$ cat config.mk
export PLATFORM = sky130hd
export DESIGN_NAME = hazard_fwd_unit
export DESIGN_NICKNAME = d
export VERILOG_FILES = /design/src/rtl/hazard_pkg.sv /design/src/rtl/hazard_src_match.sv /design/src/rtl/hazard_fwd_unit.sv
export SDC_FILE = /design/constraint.sdc
export NUM_CORES = 1
export LEC_CHECK = 0
export ABC_AREA = 1
export CORE_MARGIN = 4
export CORE_UTILIZATION = 25
export CTS_CLUSTER_SIZE = 25
export DETAILED_ROUTE_END_ITERATION = 8
export GPL_TIMING_DRIVEN = 1
export PLACE_DENSITY = 0.44
export SYNTH_ARGS = -nofsm -noshare
export SYNTH_HDL_FRONTEND = slang
export SYNTH_SLANG_ARGS = --single-unit
$ cat constraint.sdc
create_clock -name clk -period 1.59 [get_ports clk]
set_input_delay 0.318 -clock clk [delete_from_list [all_inputs] [get_ports clk]]
set_output_delay 0.318 -clock clk [all_outputs]
set_load 0.02 [all_outputs]
$ cat src/rtl/hazard_pkg.sv
// Shared types and constants for the data-hazard / forwarding controller.
package hazard_pkg;

  localparam logic [1:0] FWD_RF  = 2'b00;
  localparam logic [1:0] FWD_MEM = 2'b10;
  localparam logic [1:0] FWD_WB  = 2'b01;

  localparam int STALL_CNT_W = 32;
  localparam int RD_W        = 8;

  // rd is stored at a fixed width; narrower indices are zero-extended
  typedef struct packed {
    logic            valid;
    logic            regwrite;
    logic            memread;
    logic [RD_W-1:0] rd;
  } shadow_t;

  function automatic logic is_producer(shadow_t e);
    return e.valid & e.regwrite & (e.rd != '0);
  endfunction

endpackage

$ cat src/rtl/hazard_src_match.sv
// Per-source compare against the shadow pipeline.
// Optional WB->ID bypass enabled by HAZARD_ID_BYPASS_EN.
module hazard_src_match
  import hazard_pkg::*;
#(
  parameter int REG_W = 5
) (
  input  logic [REG_W-1:0] rs,
  input  logic             used,
  input  shadow_t          s_ex,
  input  shadow_t          s_mem,
  input  shadow_t          s_wb,
  output logic [1:0]       next_sel,
  output logic             load_use,
  output logic             bypass
);

  logic [RD_W-1:0] rs_x;
  logic            ex_hit;
  logic            mem_hit;

  assign rs_x    = RD_W'(rs);
  assign ex_hit  = used & is_producer(s_ex)
                 & (s_ex.rd == rs_x);
  assign mem_hit = used & is_producer(s_mem)
                 & (s_mem.rd == rs_x);

  assign load_use = ex_hit & s_ex.memread;

  always_comb begin
    next_sel = FWD_RF;
    unique case (1'b1)
      (ex_hit && !s_ex.memread): next_sel = FWD_MEM;
      (!ex_hit && mem_hit):      next_sel = FWD_WB;
      default:                   next_sel = FWD_RF;
    endcase
  end

`ifdef HAZARD_ID_BYPASS_EN
  logic unused_fields;
  assign bypass = used & is_producer(s_wb)
                & (s_wb.rd == rs_x);
  assign unused_fields = ^{s_mem.memread,
                           s_wb.memread};
`else
  // WB matches are served by the write-before-read regfile
  logic unused_fields;
  assign bypass = 1'b0;
  assign unused_fields = ^{s_mem.memread, s_wb};
`endif

endmodule

$ cat src/rtl/hazard_fwd_unit.sv
// Data-hazard controller: shadow EX/MEM/WB tracking, load-use stall,
// registered forwarding selects. Optional HAZARD_ID_BYPASS_EN.
module hazard_fwd_unit
  import hazard_pkg::*;
#(
  parameter int REG_W = 5,
  parameter int NSRC  = 2
) (
  input  logic                   clk,
  input  logic                   rst,
  input  logic                   hold,
  input  logic                   ex_flush,
  input  logic                   id_valid,
  input  logic [NSRC*REG_W-1:0]  id_rs,
  input  logic [NSRC-1:0]        id_rs_used,
  input  logic [REG_W-1:0]       id_rd,
  input  logic                   id_regwrite,
  input  logic                   id_memread,
  output logic                   stall_id,
  output logic [NSRC*2-1:0]      ex_fwd_sel,
  output logic [NSRC-1:0]        id_bypass,
  output logic [STALL_CNT_W-1:0] stall_cnt
);

  shadow_t s_ex, s_mem, s_wb;
  shadow_t id_ent;

  logic [NSRC*2-1:0] next_sel;
  logic [NSRC-1:0]   load_use;

  assign id_ent = '{
    valid:    id_valid,
    regwrite: id_regwrite,
    memread:  id_memread,
    rd:       RD_W'(id_rd)
  };

  for (genvar i = 0; i < NSRC; i++) begin : g_src
    hazard_src_match #(
      .REG_W(REG_W)
    ) u_match (
      .rs       (id_rs[i*REG_W +: REG_W]),
      .used     (id_rs_used[i]),
      .s_ex     (s_ex),
      .s_mem    (s_mem),
      .s_wb     (s_wb),
      .next_sel (next_sel[i*2 +: 2]),
      .load_use (load_use[i]),
      .bypass   (id_bypass[i])
    );
  end

  assign stall_id = id_valid & (|load_use)
                  & ~ex_flush & ~hold;

  always_ff @(posedge clk) begin
    if (rst) begin
      s_ex       <= '0;
      s_mem      <= '0;
      s_wb       <= '0;
      ex_fwd_sel <= '0;
      stall_cnt  <= '0;
    end else if (!hold) begin
      s_mem <= s_ex;
      s_wb  <= s_mem;
      if (ex_flush || stall_id) begin
        s_ex       <= '0;
        ex_fwd_sel <= '0;
      end else begin
        s_ex       <= id_ent;
        ex_fwd_sel <= next_sel;
      end
      if (stall_id && (stall_cnt != '1))
        stall_cnt <= stall_cnt + 1'b1;
    end
  end

endmodule

# Word level (Yosys, flattened, before mapping)
# Index checks and enable logic that the tools add are counted.
# totals
regBits,57
inputBits,24
# op_classes
add_sub_neg,1
mux,4
eq_ne,5
reduce_logical,13
n_bitwise,19
# op_table
cell,n
$add 32x1->32 const B,1
$eq 8x5->1,4
$ne 32x32->1 const B,1
$and 1x1->1,17
$reduce_bool 8->1,2
$mux 11,1
$pmux 2 s2,2
$logic_and 1x1->1,5
$mux 4,1
$logic_not 1->1,3
$not 1->1,2
$reduce_and 2->1,1
$reduce_or 2->1,1
$logic_or 1x1->1,1

# Longest topological paths before layout
# depth
word_depth,11
mapped_depth,13
depth_no_buf,12

# Cells and area by module
# Synthesis repeated with hierarchy kept, for this count alone.
# unflattened
cells_unflattened,598
area_unflattened_um2,3676.0
# by_module_without_submodules
mod,n_inst,area_per_inst_um2,seq_area_each_um2,cells_each
hazard_fwd_unit,1,3095.5,1201.2,464
hazard_src_match,2,290.3,0.0,67

# Worst setup path before layout
# No wires, ideal clock.
# synth_timing
path_kind,flip-flop to flip-flop
start,reg stall_cnt[1]
end,reg stall_cnt[21]
n_path_buf,1
path_slack_ps,-326
required_ps,1477
stages_incl_launch_ff,12
arrival_time_ps,1803
cell_sequence,dfxtp_1 > ha_1 > nand2_1 > nor2_4 > nand3_4 > nor2_8 > nand3_4 > nand3_4 > buf_8 > nor2_2 > nor2_1 > nor2_1
# synth_between
elab_chain_cells,3
elab_cells_between_ends,4
classes_between,1 x add/sub; 1 x eq/ne; 2 x reduce/logical
# synth_lines
element,line,source
start: declaration,hazard_fwd_unit.sv:22,output logic [STALL_CNT_W-1:0] stall_cnt
start signal: assignment,hazard_fwd_unit.sv:74,stall_cnt <= stall_cnt + 1'b1;
branches (longest 3 deep; another with $add 32x1->32),--,
# Parallel ways; which one is timed is not known.
# A chain may end at the register's enable or synchronous reset.

# Worst setup path after layout
# layout_timing
start,reg s_ex[0] (netlist name)
end,reg stall_cnt[8]
# layout_between
elab_chain_cells,11
elab_cells_between_ends,16
classes_between,2 x eq/ne; 10 x bitwise; 4 x reduce/logical
# layout_lines
element,line,source
$reduce_bool 8->1,hazard_pkg.sv:20,return e.valid & e.regwrite & (e.rd != '0);
$and 1x1->1,hazard_pkg.sv:20,
$and 1x1->1,hazard_src_match.sv:23,assign ex_hit = used & is_producer(s_ex)
$and 1x1->1,hazard_src_match.sv:24,& (s_ex.rd == rs_x);
$and 1x1->1,hazard_src_match.sv:28,assign load_use = ex_hit & s_ex.memread;
$reduce_or 2->1 *,hazard_fwd_unit.sv:53,assign stall_id = id_valid & (|load_use)
$and 1x1->1 *,hazard_fwd_unit.sv:53,
$and 1x1->1 * (2 in series),hazard_fwd_unit.sv:54,& ~ex_flush & ~hold;
$logic_and 1x1->1 *,hazard_fwd_unit.sv:73,if (stall_id && (stall_cnt != '1))
$reduce_and 2->1 (no source line) *,--,
# Every way passes the cells marked *; elsewhere a longest branch is shown, timed or not.

==> summary.md <==
| Metric | Value |
|---|---|
| Asr flop ratio synth | `0%` |
| Initial drt markers | `139` |
| Final Util | `42.45%` |
| Sum Neg Setup Slack | `-8784 ps` |
| Crit path to | `stall_cnt[8]` |
| Worst EP required | `1840 ps` |
| Max cap viols | `0` |
| Worst-Skew Late Latency | `310 ps` |
| Initial Util | `25.45%` |
| FF-to-FF setup slack | `-310 ps` |
| Fin. Hold Viols | `0` |
| Grt met1 use | `18.35%` |
| Post-synthesis sequential area ratio | `33.40%` |
| Full die area | `14060 sq um` |
| RSZ-0062 raised after global routing | `yes` |
| Final worst slack | `-309.3 ps` |
| First-pass GRT wire length | `16.66 mm` |
| Max Fanout on Critical Path | `12` |
| VDD IR max | `0.0003993 V` |
| Clk root buf | `clkbuf_16` |
| Num CTS Buffers | `5` |
| Routability cong. | `0.8557` |
| EDFF count, synth | `0` |
| Max-slew violation total from the final report | `0` |
| Vias in the first global route | `3497` |
| Met2 Use GR | `24.87%` |
| Pwr dens | `572.5 nW/um^2` |
| GRT Util Overall | `14.42%` |
| Detail Route Antenna Nets | `0` |
| Clock-pin slew on the worst setup and hold paths | `80 ps` |
| Final min period | `1899 ps` |
| R2r startpoint | `s_ex[0]` |
| Port bufs | `60` |
| Die Width | `118.6 um` |
| Die height | `118.6 um` |
| CTS Hold Buffers Added | `0` |
| Leak Pwr | `2.404 nW` |
| Mapped Avg Cell Area | `6.251 sq um` |
| Overall power | `2.919 mW` |
| Num Clock Sinks | `51` |
| Post-synthesis register bit count | `51` |
| GRT Max-Usage Layer | `met2` |
| Failing checks | `negative setup slack` |
| Placeable Area | `12010 sq um` |
| TritonCTS clock tree | `done` |
| Worst r2r dst | `stall_cnt[8]` |
| Fraction of layout cells with a size suffix above 1 | `30.84%` |
| Setup-failing EPs final | `41` |
| Commonest non-fill, non-tap cell in the layout | `nand2_1` |
| 1st-pass router iterations | `4` |
| Met3 Resource Use GR | `2.584%` |
| Critical path startpoint | `s_ex[0]` |
| DRT Wirelength | `10.28 mm` |
| Worst Reg-to-Reg Cells | `14` |
| # nets final | `679` |
| IO Pins | `63` |
| Critical path capture point type | `flip-flop` |
| Routed len/inst | `12.82 um` |
| Most frequent cells in the layout | `nand2_1, buf_4, nor2_1` |
| Clk_skew | `13.96 ps` |
| DPL Wire Length | `7.626 mm` |
| Final hold slack | `465.9 ps` |
| Yosys warns | `0` |
| Global route total overflow | `0` |
| Layout area overhead | `66.80%` |
| DRC Markers | `0` |
| CP Launch Type | `flip-flop` |
| Diode count | `0` |
| Initial antenna violation count | `0` |
| Pre-CTS worst setup slack | `-879.3 ps` |
| Max Freq | `526.5 MHz` |
| Period utilization | `119.5%` |
| DR vias | `3626` |
| Rows | `40` |
| Synth cell types | `32` |
| CP Class | `reg -> reg` |
| DR vias/cell | `4.521` |
| Largest net degree at the start of global routing | `27` |
| Most frequently used flop master after synthesis | `dfxtp_1` |
| Clock Path Buffers | `2` |
| Synthesized cell area | `3057 sq um` |
| Mapped Cells | `489` |
| Status | `finished, violations left` |
| Arrival @ worst endpoint | `2150 ps` |
| Min-Delay Path Class | `reg -> reg` |
| H-tree depth | `2` |
[logic make-up after synthesis]
family	Yosys count	synth area share [%]
other cells	1	0.1227
buf+inv	74	10.31
compound gates	55	9.988
fa+ha+maj	1	0.4093
simple gates	304	44.90
flops	51	33.40
xor+xnor	3	0.8598
[registers in the layout, summed over array words and instances, names as in the netlist]
name	cells
ex_fwd_sel	4
s_ex	8
s_mem	7
stall_cnt	32
[metrics by stage]
step           instances  cell area, sq um
3_3_place_gp         781              4583
4_1_cts              798              4917
5_1_grt              802              5099
6_report             802              5099
3_5_place_dp         781              4583
2_1_floorplan        490              3108
[metal layers]
metal	routed length, um	vias up
li1	-	1898
met1	4716	1646
met2	5070	73
met3	372	9
met4	123	0
met5	0	-
[worst max-delay path: stages, from the launching register on]
cell	delay, ps
dfxtp_4	390
inv_4	50
nand2_4	50
buf_4	100
buf_4	90
nand3_2	70
nor2_2	130
nand3_2	110
nand2_4	130
buf_6	110
nand3_4	120
clkbuf_16	210
o21bai_1	130
nand2_1	70
nor2_1	80
[worst min-delay path by stage]
| stage | startpoint | depth (start not counted) | slack, ps | endpoint |
|---|---|---|---|---|
| after floorplan | rst | 1 | 390 | s_ex[0] |
| after global placement | ex_fwd_sel[1] | 2 | 460 | ex_fwd_sel[1] |
| after detailed placement | ex_fwd_sel[0] | 2 | 460 | ex_fwd_sel[0] |
| after CTS | ex_fwd_sel[0] | 2 | 470 | ex_fwd_sel[0] |
| after global routing | ex_fwd_sel[3] | 2 | 500 | ex_fwd_sel[3] |
| final | ex_fwd_sel[0] | 2 | 470 | ex_fwd_sel[0] |
[synthesized netlist by cell type, types with 5 or more instances]
cell      instances  area (sq um)
nand4_1          22         137.6
o21ai_0           9         45.04
inv_1            54         202.7
nor2_1           81         304.0
o21bai_1          8         60.06
nor3b_1           5         37.54
nor3_1           11         55.05
nor2_2            7         43.79
clkbuf_1          7         26.28
nand3_1          32         160.2
nand2_1         136         510.5
dfxtp_1          51          1021
a21oi_1          29         145.1
[what timing repair did]
action / 4_1_cts / 5_1_grt
buffers inserted: 8 / 2
pin swaps: 18 / 11
gates cloned: 2 / 2
resized for setup: 92 / 30
setup endpoints to repair: 76 / 46
[area by class of cell]
type / count / area [sq um]
fillers: 1277 / 6913
multi-input cells: 365 / 1958
repair buffers: 173 / 1514
flip-flops and latches: 51 / 1047
inverters: 58 / 224.0
well taps: 147 / 183.9
clock buffers: 5 / 125.1
clock inverters: 3 / 46.29
[where the power goes]
part / switching [mW] / internal [mW] / total (mW) / leakage, nW
clock: 0.536 / 0.750 / 1.29 / 0.0804
sequential: 0.0160 / 1.29 / 1.30 / 0.420
combinational: 0.168 / 0.161 / 0.329 / 1.90
total: 0.720 / 2.20 / 2.92 / 2.40
No activity file was read; power rests on OpenSTA's default activity.
